==> src/rtl/riscv_register_writeback_pkg.sv <==
// Shared configuration and types for the register writeback stage.
// Holds the register-file geometry and the request-source selector.
package riscv_register_writeback_pkg;

    localparam int unsigned CFG_XLEN   = 32;
    localparam int unsigned REG_ADDR_W = 5;
    localparam int unsigned NUM_REGS   = 32;

    typedef enum logic [1:0] {
        SRC_NONE,
        SRC_LD,
        SRC_ALU
    } wb_src_e;

    // x0 is hardwired to zero, so writes to it are dropped.
    function automatic logic writes_reg(input logic [REG_ADDR_W-1:0] rd);
        return rd != '0;
    endfunction

endpackage

==> src/rtl/riscv_wb_fifo.sv <==
// Two-entry synchronous FIFO for {rd,data} writeback entries.
// Uses wrapping 1-bit pointers and an occupancy count; clr empties it.
module riscv_wb_fifo
    import riscv_register_writeback_pkg::*;
#(
    parameter int unsigned WIDTH = REG_ADDR_W + CFG_XLEN,
    parameter int unsigned DEPTH = 2
) (
    input  logic             i_clk,
    input  logic             i_rstn,
    input  logic             clr,
    input  logic             push,
    input  logic             pop,
    input  logic [WIDTH-1:0] wdata,
    output logic [WIDTH-1:0] rdata,
    output logic             full,
    output logic             empty
);

    logic [WIDTH-1:0] mem [2];
    logic             wr_ptr;
    logic             rd_ptr;
    logic [1:0]       count;
    logic             do_push;
    logic             do_pop;

    assign full    = (count == 2'(DEPTH));
    assign empty   = (count == '0);
    assign do_push = push && !full && !clr;
    assign do_pop  = pop && !empty && !clr;
    assign rdata   = mem[rd_ptr];

    always_ff @(posedge i_clk or negedge i_rstn) begin
        if (!i_rstn) begin
            wr_ptr <= 1'b0;
            rd_ptr <= 1'b0;
            count  <= '0;
        end else if (clr) begin
            wr_ptr <= 1'b0;
            rd_ptr <= 1'b0;
            count  <= '0;
        end else begin
            if (do_push) wr_ptr <= ~wr_ptr;
            if (do_pop)  rd_ptr <= ~rd_ptr;
            case ({do_push, do_pop})
                2'b10:   count <= count + 2'd1;
                2'b01:   count <= count - 2'd1;
                default: count <= count;
            endcase
        end
    end

    always_ff @(posedge i_clk) begin
        if (do_push) mem[wr_ptr] <= wdata;
    end

endmodule

==> src/rtl/riscv_register_writeback.sv <==
// Writeback stage: arbitrates load/ALU results into a small FIFO, drains it to
// the register-file write port, and tracks pending writes for fetch hazards.
module riscv_register_writeback
    import riscv_register_writeback_pkg::*;
#(
    parameter int unsigned FIFO_DEPTH = 2,
    parameter int unsigned XLEN       = CFG_XLEN
) (
    input  logic                  i_clk,
    input  logic                  i_rstn,
    input  logic                  i_clr,
    input  logic                  i_issue_vld,
    input  logic [REG_ADDR_W-1:0] i_issue_rd,
    input  logic [REG_ADDR_W-1:0] i_rs1,
    input  logic [REG_ADDR_W-1:0] i_rs2,
    output logic                  o_hazard,
    input  logic                  i_alu_vld,
    input  logic [REG_ADDR_W-1:0] i_alu_rd,
    input  logic [XLEN-1:0]       i_alu_data,
    output logic                  o_alu_rdy,
    input  logic                  i_ld_vld,
    input  logic [REG_ADDR_W-1:0] i_ld_rd,
    input  logic [XLEN-1:0]       i_ld_data,
    output logic                  o_ld_rdy,
    output logic                  o_rf_we,
    output logic [REG_ADDR_W-1:0] o_rf_waddr,
    output logic [XLEN-1:0]       o_rf_wdata
);

    localparam int unsigned ENTRY_W = REG_ADDR_W + XLEN;

    wb_src_e               src;
    logic                  push;
    logic                  pop;
    logic                  full;
    logic                  empty;
    logic [ENTRY_W-1:0]    push_entry;
    logic [ENTRY_W-1:0]    head;
    logic [REG_ADDR_W-1:0] head_rd;
    logic [XLEN-1:0]       head_data;
    logic [NUM_REGS-1:0]   sb;
    logic [NUM_REGS-1:0]   sb_nxt;

    assign o_ld_rdy  = !full && !i_clr;
    assign o_alu_rdy = !full && !i_clr && !i_ld_vld;

    always_comb begin
        src        = SRC_NONE;
        push_entry = '0;
        if (i_ld_vld && o_ld_rdy) begin
            src = SRC_LD;
        end else if (i_alu_vld && o_alu_rdy) begin
            src = SRC_ALU;
        end
        unique case (src)
            SRC_LD:  push_entry = {i_ld_rd, i_ld_data};
            SRC_ALU: push_entry = {i_alu_rd, i_alu_data};
            default: push_entry = '0;
        endcase
    end

    assign push = (src != SRC_NONE);
    assign pop  = !empty && !i_clr;

    riscv_wb_fifo #(
        .WIDTH (ENTRY_W),
        .DEPTH (FIFO_DEPTH)
    ) u_fifo (
        .i_clk  (i_clk),
        .i_rstn (i_rstn),
        .clr    (i_clr),
        .push   (push),
        .pop    (pop),
        .wdata  (push_entry),
        .rdata  (head),
        .full   (full),
        .empty  (empty)
    );

    assign head_rd   = head[ENTRY_W-1:XLEN];
    assign head_data = head[XLEN-1:0];

    // Clear before set so a same-edge issue of the popped rd keeps the bit.
    always_comb begin
        sb_nxt = sb;
        if (pop) sb_nxt[head_rd] = 1'b0;
        if (i_issue_vld) sb_nxt[i_issue_rd] = 1'b1;
        sb_nxt[0] = 1'b0;
    end

    always_ff @(posedge i_clk or negedge i_rstn) begin
        if (!i_rstn) begin
            sb <= '0;
        end else if (i_clr) begin
            sb <= '0;
        end else begin
            sb <= sb_nxt;
        end
    end

    assign o_hazard = sb[i_rs1] | sb[i_rs2];

    always_ff @(posedge i_clk or negedge i_rstn) begin
        if (!i_rstn) begin
            o_rf_we    <= 1'b0;
            o_rf_waddr <= '0;
            o_rf_wdata <= '0;
        end else if (i_clr) begin
            o_rf_we <= 1'b0;
        end else if (pop) begin
            o_rf_we <= writes_reg(head_rd);
            if (writes_reg(head_rd)) begin
                o_rf_waddr <= head_rd;
                o_rf_wdata <= head_data;
            end
        end else begin
            o_rf_we <= 1'b0;
        end
    end

endmodule

==> config.mk <==
export PLATFORM = sky130hd
export DESIGN_NAME = riscv_register_writeback
export DESIGN_NICKNAME = d
export VERILOG_FILES = /design/src/rtl/riscv_register_writeback_pkg.sv /design/src/rtl/riscv_wb_fifo.sv /design/src/rtl/riscv_register_writeback.sv
export SDC_FILE = /design/constraint.sdc
export NUM_CORES = 1
export LEC_CHECK = 0
export ABC_CLOCK_PERIOD_IN_PS = 3100
export BUFFER_PORTS_ARGS = -buffer_cell sky130_fd_sc_hd__buf_2
export CORE_ASPECT_RATIO = 0.8
export CORE_UTILIZATION = 50
export CTS_CLUSTER_DIAMETER = 100
export CTS_CLUSTER_SIZE = 12
export DETAILED_ROUTE_END_ITERATION = 12
export PLACE_DENSITY_LB_ADDON = 0.05
export SLEW_MARGIN = 0
export SYNTH_ARGS = -nofsm -noshare
export SYNTH_HDL_FRONTEND = slang
export SYNTH_SLANG_ARGS = --single-unit
==> constraint.sdc <==
create_clock -name i_clk -period 3.1 [get_ports i_clk]
set_input_delay 0.62 -clock i_clk [delete_from_list [all_inputs] [get_ports i_clk]]
set_output_delay 0.62 -clock i_clk [all_outputs]
set_load 0.01 [all_outputs]
==> results.md, run 1 <==
* Iter 0 DRT Violations at 307
* Top-Level Pins at 136
* H-tree depth at 4
* Global routing usage on met1 at 34.9%
* Worst setup margin at 0.373 ns
* CTS root buffer: clkbuf_16
* Crit end category: output pin
* CP max stage cell: mux4_2
* Antenna violations before repair at 0
* CTS tree: yes
* Synth Area in XOR/XNOR at less than 1%
* Post-Syn Instances at 488
* Chip width at 131 um
* TritonCTS Buffers at 17
* Crit path cell chain: buf_2 -> mux4_2 -> mux2_2 -> a21oi_1 -> o211ai_1 -> buf_2
* Largest net degree at the start of global routing at 74
* Die ar. at 0.0138 sq mm
* Unrepaired setup endpoints after global routing: false
* Simple-gate share of the synthesized area at 6.45%
* DRC at 0
* N_diodes at 0
* Commonest non-fill, non-tap cell in the layout: buf_2
* Mux cell area share after synthesis at 18.0%
* Wire length per cell at 18.9 um
* Worst r2r src: u_fifo.rd_ptr$_DFFE_PN0P_
* CTS sink cnt at 147
* Clk Latency, worst-skew pair at 0.42 ns
* Vias at 4,669
* CP Capture Point: o_hazard
* Main combinational cell family by area after synthesis: multiplexers
* Number of vias per cell at between 5 and 6
* R2R depth at 6
* Period utilization at 88.0%
* RePlAce Congestion at 0.928
* Final hold viol count at 0
* Setup violations, final at 0
* Area Growth Syn to Fin at 22.2%
* Fin Clk Skew at 0.00634 ns
* Mean cell area of the mapped netlist at 13.6 sq um
* CP top delay family: multiplexers
* Post CTS Setup Buffer Count at 0
* Final #Nets at 717
* Buf+Inv Stages, Crit Path at 2
* Reg2reg setup slack at a little under 0.9 ns
* Clock Tree Buf Depth at 2
* Clock-pin slew on the worst setup and hold paths at ~0.060 ns
* Worst IR drop on VDD at 0.000425 V
* First-pass GRT wire length at 24.2 mm
* Leak Pwr at about 3.4 nW
* Critical path type: in -> out
* Instance count on the critical path at 6
* Outcome: completed
* Type of origin of the critical path: input port
* Total gr overflow at 0
* Slowest stage delay, CP at 0.54 ns
* Share of cells above drive strength 1 at 39.5%
* Reg2reg end: o_rf_wdata[1]$_DFFE_PN0P_
* Setup TNS at 0 ns
* Max transition margin at approximately a third
* Rows at 37
* Non-filler instance count after layout at 810
* CP max FO at 8
* Global Route met3 Usage at ~6.8%
* Max frequency at 367 MHz
* Most frequent cells in the layout: buf_2, edfxtp_1, dfrtp_1
* Compound-cell area share of the yosys netlist at 11.9%
* Yosys warns at 0
* Placed cells at about 780
* Cell repeated most along the worst path: buf_2
* Synthesis-stage register bit count at 147
* Chip Height at about 110 um
* Min Tclk post-route at 2.73 ns
* Slew Viols, Final at 0
* Total core area at between 0.01 and 0.015 sq mm
* Pre-CTS WS at 0.384 ns
* CP required at about 2.5 ns
* Synth Area in Adders at 0%
* Pre-Repair DR Iteration Count at 4
* Post-Syn Area at between 0.006 and 0.007 sq mm
* Synth cell types at 40
* Sequential fraction of the synthesis area at 60.8%
* Grt peak-use layer: met1
* Initial Util at 51.5%
* Critical Path AT at 2.11 ns
* Worst-Margin Slew at approximately 1 ns
* HP Class: in -> async
* Max cap viols at 0
* DRT Wirelength at approximately 15 mm
* Power per cell area at 639 mW/mm^2
* Post-CTS Resized at 0
* Port bufs at 135
* Post-Syn Nets at between 500 and 600
* Final ANT Viol Nets at 0
* DP Wirelength at 10.4 mm
* Critical path origin: i_rs1[0]
* Met2 GRT Util at roughly a third
* Hold Buf Count CTS at 0
* Vias in the first global route at 4,489
* Overall Global Routing Usage at 23.9%
## flip-flops by register name (all words and copies together) (netlist names)
register	flops
o_rf_waddr	5
o_rf_wdata	32
o_rf_we	1
sb	31
u_fifo.count	2
u_fifo.mem	74
u_fifo.rd_ptr	1
u_fifo.wr_ptr	1
## final cells by class
| class | count | area (sq um) |
|---|---|---|
| clock inverters | 13 | 164 |
| clock buffers | 19 | 443 |
| flip-flops and latches | 147 | 4050 |
| multi-input cells | 306 | 2450 |
| inverters | 6 | 22.5 |
| repair buffers | 144 | 783 |
| well taps | 175 | 219 |
| fillers | 1027 | 4780 |
## routing by layer
metal	part of all wire [%]	vias to the layer above	routed length, um
met1	46	2333	7040
li1	-	2114	-
met4	1.1	0	176
met5	0	-	0
met2	44	209	6810
met3	8.4	13	1280
## cell usage after synthesis (all sizes together)
| library cell | count | area [sq um] |
|---|---|---|
| inv | 6 | 22.5 |
| mux4 | 13 | 293 |
| nand2b | 2 | 12.5 |
| nor3 | 3 | 15.0 |
| mux2i | 9 | 90.1 |
| o32ai | 2 | 17.5 |
| o21ai | 33 | 169 |
| nor2 | 15 | 63.8 |
| xor2 | 1 | 8.76 |
| o2bb2ai | 2 | 17.5 |
| and2 | 2 | 12.5 |
| a21oi | 37 | 185 |
| or2 | 1 | 6.26 |
| a32o | 2 | 20.0 |
| dfrtp | 73 | 1830 |
| a22o | 38 | 333 |
| clkbuf | 11 | 41.3 |
| o211ai | 5 | 37.5 |
| a31oi | 1 | 6.26 |
| nand3 | 3 | 15.0 |
| mux2 | 72 | 815 |
| edfxtp | 74 | 2220 |
| or4b | 1 | 10.0 |
| nand2 | 48 | 183 |
| buf | 18 | 115 |
| and3b | 4 | 35.0 |
| and3 | 2 | 12.5 |
| nand3b | 1 | 7.51 |
| nor2b | 3 | 18.8 |
| o31a | 1 | 8.76 |
| nor3b | 5 | 37.5 |
## power by group
part,total [mW],internal [mW],switching [mW]
Clock,2.10,1.35,0.751
Combinational,0.748,0.351,0.397
Sequential,2.35,2.26,0.0887
## how the worst min path moves through the flow
stage | from | end | slack, ns
after floorplan | i_rstn | o_rf_waddr[0]$_DFFE_PN0P_ | 0.32
after global placement | o_rf_wdata[21]$_DFFE_PN0P_ | o_rf_wdata[21]$_DFFE_PN0P_ | 0.47
after detailed placement | o_rf_wdata[9]$_DFFE_PN0P_ | o_rf_wdata[9]$_DFFE_PN0P_ | 0.48
after CTS | i_rstn | o_rf_wdata[3]$_DFFE_PN0P_ | 0.40
after global routing | i_rstn | o_rf_wdata[3]$_DFFE_PN0P_ | 0.42
final | i_rstn | o_rf_wdata[3]$_DFFE_PN0P_ | 0.35
## through the flow
stage / util, % / hold WS (ns) / total power [mW] / instance area, sq um
final: 63.0 / 0.353 / 5.20 / 8140
after detailed placement: 58.3 / 0.476 / 3.15 / 7530
after global routing: 63.0 / 0.417 / 5.41 / 8140
after global placement: 58.3 / 0.471 / 3.12 / 7530
after CTS: 63.0 / 0.402 / 5.24 / 8140
after floorplan: - / 0.324 / 2.81 / 6660
## kinds of logic (layout without fill, tap and decap cells)
logic type | Yosys count | in the layout
DFF | 147 | 147
AOI/OAI and AO/OA | 121 | 121
muxes | 94 | 94
and+or+nand+nor | 90 | 90
buffers and inverters | 35 | 182
xor gates and xnor gates | 1 | 1
Note: power is estimated with default switching activity, not from simulation.
==> run 2: changes to the inputs <==
--- a/config.mk
+++ b/config.mk
@@ -13,6 +13,7 @@
 export CTS_CLUSTER_SIZE = 12
 export DETAILED_ROUTE_END_ITERATION = 12
 export PLACE_DENSITY_LB_ADDON = 0.05
+export RECOVER_POWER = 50
 export SLEW_MARGIN = 0
 export SYNTH_ARGS = -nofsm -noshare
 export SYNTH_HDL_FRONTEND = slang
==> run 2 against run 1 <==
Effect of this change: the run now ends with capacitance limit, slew limit left; final cell count unchanged; cell area down 0.75%; sequential share of layout area up 0.36 points; wire length about the same; worst setup slack about the same; hold slack better by 0.13 ns; critical endpoint unchanged; core utilization down 0.47 points; highest routed layer unchanged.
==> results.md, run 2 (synthesized netlist as in run 1, its figures left out) <==
* Total Power at 5.16 mW
* Vias at approximately 4,600
* Worst r2r src: u_fifo.count[0]$_DFFE_PN0P_
* Failing checks: capacitance limit, slew limit
* Sequential power share at 45.6%
* Sw Pwr at 1.23 mW
* Crit end category: output pin
* Slowest stage delay, CP at 0.54 ns
* Rows at 37
* Pre-Repair DR Iteration Count at 5
* Most frequent cells in the layout: buf_2, edfxtp_1, dfrtp_1
* Iter 0 DRT Violations at 303
* Hold Path Depth at 3
* Hold_ws at 0.480 ns
* H-tree depth at 4
* Commonest non-fill, non-tap cell in the layout: buf_2
* Critical Path AT at 2.11 ns
* Placed inst area at 0.00753 sq mm
* DRT Wirelength at 15.3 mm
* Leak Pwr at about 3.3 nW
* Final #Nets at between 700 and 800
* Reg2reg setup slack at about 0.74 ns
* Global Route met3 Usage at 6.80%
* R2R depth at 6
* Post-route cell area at 0.00808 sq mm
* Min Tclk post-route at roughly 2.7 ns
* Outcome: finished with violations
* Setup TNS at 0 ns
* Max frequency at ~370 MHz
* CP top delay family: multiplexers
* Setup violations, final at 0
* Logic gate share of total power at 13.8%
* Antenna violations before repair at 0
* Clock network power share at 40.6%
* Hold Path End: u_fifo.count[0]$_DFFE_PN0P_
* Slew Viols, Final at 74
* DRC at 0
* Top-Level Pins at 136
* CTS root buffer: clkbuf_16
* Wire length per cell at 18.9 um
* Type of origin of the critical path: input port
* Worst setup margin at 0.372 ns
* CTS sink cnt at 147
* Crit path cell chain: buf_2 -> mux4_2 -> mux2_2 -> a21oi_1 -> o211ai_1 -> buf_2
* Buf+Inv Stages, Crit Path at 2
* Port bufs at 135
* Sw Share at 23.9%
* Number of vias per cell at about 5.7
* Met2 GRT Util at 34.2%
* Final hold viol count at 0
* First-pass GRT wire length at 24.2 mm
* Largest regs: u_fifo.mem: 74 flops, o_rf_wdata: 32 flops, sb: 31 flops
* Fin Clk Skew at 0.00685 ns
* CTS tree: yes
* Total core area at 0.0129 sq mm
* Area Growth Syn to Fin at 21.3%
* Worst IR drop on VDD at 0.000441 V
* Power per cell area at 640 mW/mm^2
* Max transition margin at -30.0%
* CP max FO at 8
* Pre-CTS WS at 0.384 ns
* Reg2reg end: u_fifo.wr_ptr$_DFFE_PN0P_
* Chip width at 131 um
* Clk Latency, worst-skew pair at 0.41 ns
* Chip Height at approximately 110 um
* Worst-Margin Slew at just under 2 ns
* Reg area at 0.00405 sq mm
* Area of the multi-input gates at 0.00245 sq mm
* Internal power at roughly 3.9 mW
* Clock-pin slew on the worst setup and hold paths at 0.06 ns
* HP Class: in -> reg
* Critical path type: in -> out
* # fillers at 1,050
* N_diodes at 0
* Cell repeated most along the worst path: buf_2
* Global routing usage on met1 at 34.9%
* Overall Global Routing Usage at 23.9%
* Post-CTS Resized at 0
* Largest net degree at the start of global routing at 74
* DP Wirelength at 10.4 mm
* Hold_sp: i_alu_vld
* CP required at about 2.5 ns
* Period utilization at 88.0%
* Largest Register: u_fifo.mem
* Post CTS Setup Buffer Count at 0
* Clock Tree Buf Depth at 2
* Final ANT Viol Nets at 0
* Share of cells above drive strength 1 at 33.2%
* Vias in the first global route at around 4,500
* TritonCTS Buffers at 17
* Hold Buf Count CTS at 0
* Grt peak-use layer: met1
* Unrepaired setup endpoints after global routing: false
* RePlAce Congestion at around 0.93
* Max reg flops at 74
* Max cap viols at 1
* Die ar. at 0.0138 sq mm
* Total gr overflow at 0
* CP max stage cell: mux4_2
* Initial Util at roughly 50%
run 2: worst max path at each step:
stage	startpoint	end	slack (ns)	cells past startpoint
after global routing	i_rs1[0]	o_hazard	0.29	6
after CTS	i_rs1[0]	o_hazard	0.37	6
after detailed placement	i_rs1[0]	o_hazard	0.38	6
after floorplan	i_clr	u_fifo.mem[1][0]$_DFFE_PP_	0.14	5
final	i_rs1[0]	o_hazard	0.37	6
after global placement	i_rs1[0]	o_hazard	0.39	6
run 2: layer usage:
| metal | share of wire (%) | routed length, um | vias to the layer above |
|---|---|---|---|
| met1 | 47 | 7120 | 2302 |
| met3 | 8.3 | 1270 | 14 |
| met5 | 0 | 0 | - |
| met2 | 44 | 6720 | 193 |
| met4 | 1.2 | 183 | 0 |
| li1 | - | - | 2118 |
run 2: area by class of cell:
type,instances,share of cell area (%)
multi-input cells,306,30.3
clock inverters,13,2.03
flip-flops and latches,147,50.1
well taps,175,2.71
inverters,6,0.279
repair buffers,144,9.05
clock buffers,19,5.48
run 2: worst reg2reg max path, delay by kind of cell (launching register included):
kind                   cells  cell delay (ns)
buffers and inverters      1             0.48
flip-flops                 1             0.39
AND/OR/NAND/NOR            4             1.33
AO/OA/AOI/OAI              1             0.09
run 2: power groups by stage:
stage	registers, mW	clock network (mW)	logic [mW]
6_report	2.36	2.10	0.712
5_1_grt	2.38	2.21	0.781
4_1_cts	2.36	2.13	0.759
3_5_place_dp	2.39	0	0.756
3_3_place_gp	2.39	0	0.738
2_1_floorplan	2.44	0	0.368
run 2: through the flow:
step	std cells	utilization, %
floorplan	488	-
detailed placement	778	58.3
finish	810	62.5
global placement	778	58.3
CTS	810	63.0
global route	810	62.5
==> run 3: changes to the inputs <==
--- a/config.mk
+++ b/config.mk
@@ -5,10 +5,10 @@
 export SDC_FILE = /design/constraint.sdc
 export NUM_CORES = 1
 export LEC_CHECK = 0
-export ABC_CLOCK_PERIOD_IN_PS = 3100
+export ABC_CLOCK_PERIOD_IN_PS = 2600
 export BUFFER_PORTS_ARGS = -buffer_cell sky130_fd_sc_hd__buf_2
 export CORE_ASPECT_RATIO = 0.8
-export CORE_UTILIZATION = 50
+export CORE_UTILIZATION = 55
 export CTS_CLUSTER_DIAMETER = 100
 export CTS_CLUSTER_SIZE = 12
 export DETAILED_ROUTE_END_ITERATION = 12
==> constraint.sdc (replaced) <==
create_clock -name i_clk -period 2.6 [get_ports i_clk]
set_input_delay 0.52 -clock i_clk [delete_from_list [all_inputs] [get_ports i_clk]]
set_output_delay 0.52 -clock i_clk [all_outputs]
set_load 0.01 [all_outputs]
==> run 3 against run 2 <==
Effect of this change: the flow finishes with violations (DRC, capacitance limit, slew limit); global-route usage grew 1.6 points; non-clock buffer count grew 8; final cell count shrank 2.5%; worst setup slack lost 0.30 ns; critical path depth shrank 1; die area shrank 8.9%; clock-buffer cell count shrank 1; critical endpoint unchanged; largest power group unchanged.
==> results.md, run 3 (synthesized netlist as in run 1, its figures left out) <==
* Outcome: finished with violations
* Failing checks: DRC, capacitance limit, slew limit
* Power per cell area at 745 mW/mm^2
* N_diodes at 0
* CP max stage cell: mux4_2
* Reg2reg setup slack at 0.27 ns
* Crit path cell chain: mux4_2 -> mux2_4 -> a31oi_1 -> o211ai_1 -> buf_2
* DRC at 14
* First-pass GRT wire length at between 20 and 25 mm
* Setup violations, final at 0
* Overall Global Routing Usage at 25.4%
* Pre-Repair DR Iteration Count at 9
* Post-route cell area at around 0.0080 sq mm
* Clock-pin slew on the worst setup and hold paths at 0.06 ns
* Crit end category: output pin
* Slowest stage delay, CP at 0.48 ns
* CP required at between 2 and 2.5 ns
* Critical path origin: sb[23]$_DFF_PN0_
* Max transition margin at -2.03%
* Placed inst area at about 0.0075 sq mm
* Chip Height at 100 um
* Period utilization at 97.2%
* Fin Clk Skew at 0.0109 ns
* Vias at 4,634
* Worst IR drop on VDD at 0.000452 V
* CTS sink cnt at 147
* Share of cells above drive strength 1 at 33.2%
* Final #Nets at 725
* Vias in the first global route at 4,645
* Max reg flops at 74
* Leak Pwr at 3.25 nW
* Port bufs at 135
* Chip width at 125 um
* Hold_ws at 0.318 ns
* # fillers at 875
* Non-filler instance count after layout at ~800
* Post CTS Setup Buffer Count at 0
* Total gr overflow at 0
* Instance count on the critical path at 5
* Most frequent cells in the layout: buf_2, edfxtp_1, dfrtp_1
* Antenna violations before repair at 0
* Die ar. at 0.0126 sq mm
* Rows at 35
* Clock Tree Buf Depth at 2
* Wire length per cell at 18.9 um
* Commonest non-fill, non-tap cell in the layout: buf_2
* Clk Latency, worst-skew pair at 0.41 ns
* Critical path type: reg -> out
* Post-CTS Resized at 0
* TritonCTS Buffers at 17
* Max frequency at 396 MHz
* CP top delay family: multiplexers
* CP Capture Point: o_hazard
* Total core area at 0.0116 sq mm
* Largest regs: u_fifo.mem: 74 flops, o_rf_wdata: 32 flops, sb: 31 flops
* CTS root buffer: clkbuf_16
* Worst r2r src: u_fifo.count[0]$_DFFE_PN0P_
* Number of vias per cell at 5.87
* Slew Viols, Final at 37
* Initial Util at 57.2%
* Top-Level Pins at 136
* Hold Buf Count CTS at 0
* CP max FO at 3
* Final core utilization at between 60% and 70%
* R2R depth at 6
* Critical Path AT at 2.01 ns
* Unrepaired setup endpoints after global routing: true
* Reg2reg end: u_fifo.wr_ptr$_DFFE_PN0P_
* H-tree depth at 4
* HP Class: in -> async
* Final ANT Viol Nets at 0
* Worst-Margin Slew at 1.53 ns
* Buf+Inv Stages, Crit Path at 1
* Iter 0 DRT Violations at 225
* Placed cells at 759
* Final hold viol count at 0
* Total Power at 5.98 mW
* Pre-CTS WS at around 0.11 ns
* Min Tclk post-route at 2.53 ns
* Setup TNS at 0 ns
* Largest net degree at the start of global routing at 45
* Area Growth Syn to Fin at 20.6%
* Worst setup margin at roughly 0.07 ns
* RePlAce Congestion at 0.915
* DP Wirelength at roughly 10 mm
* DRT Wirelength at 14.9 mm
* Max cap viols at 1
* Largest Register: u_fifo.mem
* Type of origin of the critical path: flop
* CTS tree: yes
==> run 3: worst min-delay path by stage <==
stage / from / endpoint
after floorplan: i_rstn / o_rf_waddr[0]$_DFFE_PN0P_
after global placement: o_rf_waddr[1]$_DFFE_PN0P_ / o_rf_waddr[1]$_DFFE_PN0P_
after detailed placement: o_rf_wdata[17]$_DFFE_PN0P_ / o_rf_wdata[17]$_DFFE_PN0P_
after CTS: i_rstn / o_rf_wdata[3]$_DFFE_PN0P_
after global routing: i_alu_vld / u_fifo.count[0]$_DFFE_PN0P_
final: i_rstn / o_rf_wdata[3]$_DFFE_PN0P_
==> run 3: layer usage <==
metal  vias to the layer above  GRT usage [%]  wire length (um)
li1                       2137              -                 -
met1                      2324           35.3              6720
met2                       168           41.0              7240
met3                         5           5.28               902
met4                         0           7.60                61
met5                         -              0                 0
==> run 3: final cells by class <==
type / count / area [sq um] / share of cell area (%)
Clock inverter: 13 / 135 / 1.68
Sequential cell: 147 / 4050 / 50.4
Tap cell: 148 / 185 / 2.31
Timing Repair Buffer: 152 / 751 / 9.35
Inverter: 6 / 22.5 / 0.281
Multi-Input combinational cell: 306 / 2460 / 30.6
Clock buffer: 18 / 429 / 5.35
==> run 3: where the power goes <==
part | switching [mW] | internal, mW
logic | 0.460 | 0.377
clock network | 0.925 | 1.41
registers | 0.117 | 2.70
